$ cat src/rtl/seq_lshift.sv
// ---------------------------------------------------------------------------
// seq_lshift
//
// Sequential logical left shifter. Moves the operand one bit position per
// clock under a start/busy/done handshake, and reports the last bit that
// left the MSB. It is the small, slow alternative to a combinational SLL
// path in the ALU result mux.
//
// Parameters
//   WIDTH    data path width in bits
//   SHAMT_W  width of the shift count; counts 0 .. 2**SHAMT_W-1 are accepted
//
// Ports
//   clk           system clock, all state updates on the rising edge
//   rst_n         asynchronous active-low reset
//   start         request pulse, only looked at while idle
//   data_in       operand, captured when a start is accepted
//   shift_amount  left-shift count, captured when a start is accepted
//   busy          high while the unit is shifting
//   done          one-cycle pulse marking data_out / carry_out as valid
//   data_out      shifted result, held until the next accepted start
//   carry_out     last bit shifted out of the MSB (0 for a zero count)
// ---------------------------------------------------------------------------
module seq_lshift #(
  parameter int WIDTH   = 32,
  parameter int SHAMT_W = 6
) (
  input  logic               clk,
  input  logic               rst_n,
  input  logic               start,
  input  logic [WIDTH-1:0]   data_in,
  input  logic [SHAMT_W-1:0] shift_amount,
  output logic               busy,
  output logic               done,
  output logic [WIDTH-1:0]   data_out,
  output logic               carry_out
);

  typedef enum logic [1:0] {
    IDLE  = 2'd0,
    SHIFT = 2'd1,
    DONE  = 2'd2
  } state_t;

  state_t             state_q, state_d;
  logic [WIDTH-1:0]   shiftReg_q, shiftReg_d;
  logic [SHAMT_W-1:0] count_q, count_d;
  logic               carry_q, carry_d;
  logic               busy_q, busy_d;
  logic               done_q, done_d;

  // Next-state and datapath logic. The shift register doubles as the
  // visible result, so it only changes on an accepted start or while
  // shifting; in IDLE and DONE it simply holds.
  always_comb begin
    state_d    = state_q;
    shiftReg_d = shiftReg_q;
    count_d    = count_q;
    carry_d    = carry_q;
    done_d     = 1'b0;

    case (state_q)
      IDLE: begin
        if (start) begin
          shiftReg_d = data_in;
          count_d    = shift_amount;
          carry_d    = 1'b0;
          if (shift_amount == '0) begin
            state_d = DONE;
          end else begin
            state_d = SHIFT;
          end
        end
      end

      SHIFT: begin
        // Counts past WIDTH keep shifting zeros in rather than stopping
        // early, so latency depends only on the requested count.
        carry_d    = shiftReg_q[WIDTH-1];
        shiftReg_d = {shiftReg_q[WIDTH-2:0], 1'b0};
        count_d    = count_q - SHAMT_W'(1);
        if (count_q == SHAMT_W'(1)) begin
          state_d = DONE;
        end
      end

      DONE: begin
        // done is registered, so the pulse appears in the cycle after the
        // DONE state, which is also the first cycle a new start can land.
        done_d  = 1'b1;
        state_d = IDLE;
      end

      default: begin
        state_d = IDLE;
      end
    endcase

    busy_d = (state_d == SHIFT);
  end

  // State and output registers. Reset discards any operation in flight,
  // including a pending done pulse.
  always_ff @(posedge clk or negedge rst_n) begin
    if (!rst_n) begin
      state_q    <= IDLE;
      shiftReg_q <= '0;
      count_q    <= '0;
      carry_q    <= 1'b0;
      busy_q     <= 1'b0;
      done_q     <= 1'b0;
    end else begin
      state_q    <= state_d;
      shiftReg_q <= shiftReg_d;
      count_q    <= count_d;
      carry_q    <= carry_d;
      busy_q     <= busy_d;
      done_q     <= done_d;
    end
  end

  assign busy      = busy_q;
  assign done      = done_q;
  assign data_out  = shiftReg_q;
  assign carry_out = carry_q;

endmodule

$ cat config.mk
export PLATFORM = sky130hd
export DESIGN_NAME = seq_lshift
export DESIGN_NICKNAME = d
export VERILOG_FILES = /design/src/rtl/seq_lshift.sv
export SDC_FILE = /design/constraint.sdc
export NUM_CORES = 1
export LEC_CHECK = 0
export ABC_AREA = 1
export CAP_MARGIN = 20
export CORE_ASPECT_RATIO = 0.7
export CORE_MARGIN = 4
export CORE_UTILIZATION = 30
export DETAILED_ROUTE_END_ITERATION = 10
export SYNTH_ARGS = -nofsm -noshare
export SYNTH_HDL_FRONTEND = slang
export SYNTH_SLANG_ARGS = --single-unit
$ cat constraint.sdc
create_clock -name clk -period 1.97 [get_ports clk]
set_input_delay 0.4925 -clock clk [delete_from_list [all_inputs] [get_ports clk]]
set_output_delay 0.4925 -clock clk [all_outputs]
set_load 0.02 [all_outputs]
==> flow_summary.json <==
{
  "coreArea_mm2": 0.007417,
  "ys_ff_latch": 43,
  "drive_gt1_share_pct": 15.95,
  "synthTopCellsByArea": "dfrtp_1 46%, o211ai_2 16%, nand2_1 8.0%, o21ai_1 6.6%, inv_1 5.9%",
  "timing.fmax_mhz": 555.6,
  "clock_path_buffers": 2,
  "cts_setup_buffers": 0,
  "crit_chain": "clkdlybuf4s50_1",
  "drtPass1Iterations": 4,
  "worstMarginPinSlew_ps": 418.4,
  "die_h_um": 81.83,
  "io_buffers": 75,
  "ff2ff_setup_slack_ps": 430,
  "fin_nets": 368,
  "cts_tree": "yes",
  "yosys.area.top_type": "dfrtp_1",
  "crit_fanout": 3,
  "diodes": 0,
  "cts_made_buffers": 5,
  "route.detailed.drc": 0,
  "power.density_mw_per_mm2": 1752,
  "crit_required_ps": 1480,
  "p_leak_nw": 1.469,
  "htree_levels": 2,
  "drt-total-wl_um": 5557,
  "timing.final.crit_share_pct": 91.36,
  "syn-num-nets": 293,
  "synth_edf_count": 0,
  "grt_pass1_wl_um": 9073,
  "fin_setup_tns_ps": 0,
  "synth_warnings": 0,
  "cts.sinks": 43,
  "gp_congestion": 0.7589,
  "worstPathArrival_ps": 1310,
  "drtIter0Drc": 43,
  "ys_types": 22,
  "ir_worst_vdd_uv": 740.0,
  "cpMaxStageDelayCell": "clkdlybuf4s50_1",
  "cp_top_family": "buffers and inverters",
  "path_buf_inv": 1,
  "clock_latency_ps": 290,
  "relSlewSlack_pct": 72.11,
  "cp-end-kind": "output pin",
  "ant_nets": 0,
  "wl_per_cell_um": 13.11,
  "final_util_pct": 43.93,
  "area_delta_synth_final_pct": 39.47,
  "period_minus_slack_ps": 1800,
  "ctsResizeCount": 0,
  "cp-start-kind": "flop",
  "netlist_area_mm2": 0.002336,
  "clk_pin_slew_ps": 90,
  "synth_top_flop_cell": "dfrtp_1",
  "async_flop_share_pct": 100.0,
  "maxCapViolations": 0,
  "via_per_inst": 4.432,
  "overflow": 0,
  "yosys.area.top_type_share_pct": 46.06,
  "hpwl_um": 4060,
  "vias": 1879,
  "grt_antenna_before_repair": 0,
  "initial_utilization_pct": 31.49,
  "cts_hold_buf": 0,
  "rsz0062_at_grt": "no",
  "ios": 76,
  "dieWidth_um": 113.5,
  "status": "finished clean",
  "critPathMaxStageDelay_ps": 620,
  "hold_class": "in -> async",
  "hold_violations": 0,
  "setup_viol": 0,
  "grt_max_degree": 38,
  "ys_seq_area_share_pct": 46.06,
  "grt_util_all_layers_pct": 12.34,
  "fillCellCount": 737,
  "rows": 26,
  "skew_ps": 10.12,
  "dieArea_mm2": 0.009285,
  "path_class": "reg -> out",
  "grt_pass1_vias": 1785,
  "synthCells": 250,
  "cts_root_buf": "clkbuf_8",
  "syn_avg_cell_area_um2": 9.344,
  "drv_slew": 0
}
==> Yosys cell counts, types with 2 or more instances <==
cell      count
inv_1        37
a21oi_1       2
xnor2_1       2
o21ai_1      31
nor2_1       10
buf_6         6
buf_12        3
o211ai_2     30
ha_1          2
inv_2         2
nand2_1      50
buf_2         4
dfrtp_1      43
nand3_1      10
o21ai_0       8
nand2_2       2
nand4_1       3
==> cell families after synthesis <==
family / share of synthesized area [%]
buffers and inverters: 12.80
AOI/OAI and AO/OA: 25.44
adders and majority gates: 1.071
xor gates and xnor gates: 0.7500
DFF: 46.06
and+or+nand+nor: 13.87
==> final timing paths <==
check                       startpoint           end  depth (start not counted)
min in group clk             carry_out     carry_out                          2
hold reg to reg              carry_out     carry_out                          2
setup / recovery           data_out[1]   data_out[1]                          1
setup reg to reg            state_q[1]   data_out[7]                          7
max in group asynchronous        rst_n  data_out[26]                          2
hold / removal                   rst_n   data_out[0]                          1
==> per-layer routing <==
| layer | wire [um] | track usage, % |
|---|---|---|
| met5 | 0 | 0 |
| met3 | 434 | 5.007 |
| met2 | 2301 | 16.98 |
| met1 | 2798 | 17.89 |
| met4 | 22 | 2.881 |
==> cell type report <==
class | instances | area [um^2] | share of cell area (%)
tap | 98 | 122.6 | 3.763
multi-input combinational | 154 | 960.9 | 29.49
sequential | 43 | 1076 | 33.03
clock inverter | 1 | 7.507 | 0.2304
clock buffer | 7 | 96.34 | 2.957
inverter | 39 | 146.4 | 4.493
timing repair buffer | 82 | 848.3 | 26.04
==> worst reg2reg max path: cells and delay by family, from the launching register on <==
family                 cells  cell delay (ps)
buffers and inverters      3              660
AO/OA/AOI/OAI              2              140
AND/OR/NAND/NOR            2              220
flip-flops                 1              400
==> cells in the final DEF (no fill, tap or decap), drive strengths merged <==
master,count
clkdlybuf4s50,74
buf,8
nand4,3
o22ai,1
clkinvlp,1
dfrtp,43
o21ai,39
o211ai,31
nand3,10
or2,1
a21oi,2
nor2,10
nand2,53
clkbuf,7
inv,39
xnor2,2
ha,2
==> through the flow <==
stage / area [um^2] / std cells / hold WS, ps / setup WS, ps / total power, W
2_1_floorplan: 2336 / 250 / 196.9 / 785.4 / 0.004040
3_3_place_gp: 3154 / 416 / 450.4 / 207.8 / 0.005087
3_5_place_dp: 3154 / 416 / 451.8 / 168.9 / 0.005122
4_1_cts: 3258 / 424 / 123.5 / 153.2 / 0.005782
5_1_grt: 3258 / 424 / 138.0 / 109.4 / 0.006221
6_report: 3258 / 424 / 118.9 / 170.3 / 0.005710
==> flip-flops by register name, summed over array words and instances, names as in the netlist <==
name and flops:
data_out 32, count_q 6, state_q 2, busy 1, done 1, carry_out 1
==> power by group <==
| group | switching, W | total, W | internal, W |
|---|---|---|---|
| Clock | 0.000319 | 0.000638 | 0.000320 |
| Combinational | 0.00195 | 0.00345 | 0.00151 |
| Sequential | 0.000274 | 0.00162 | 0.00134 |
| Total | 0.00254 | 0.00571 | 0.00317 |
Power figures use the tool's default switching activity.
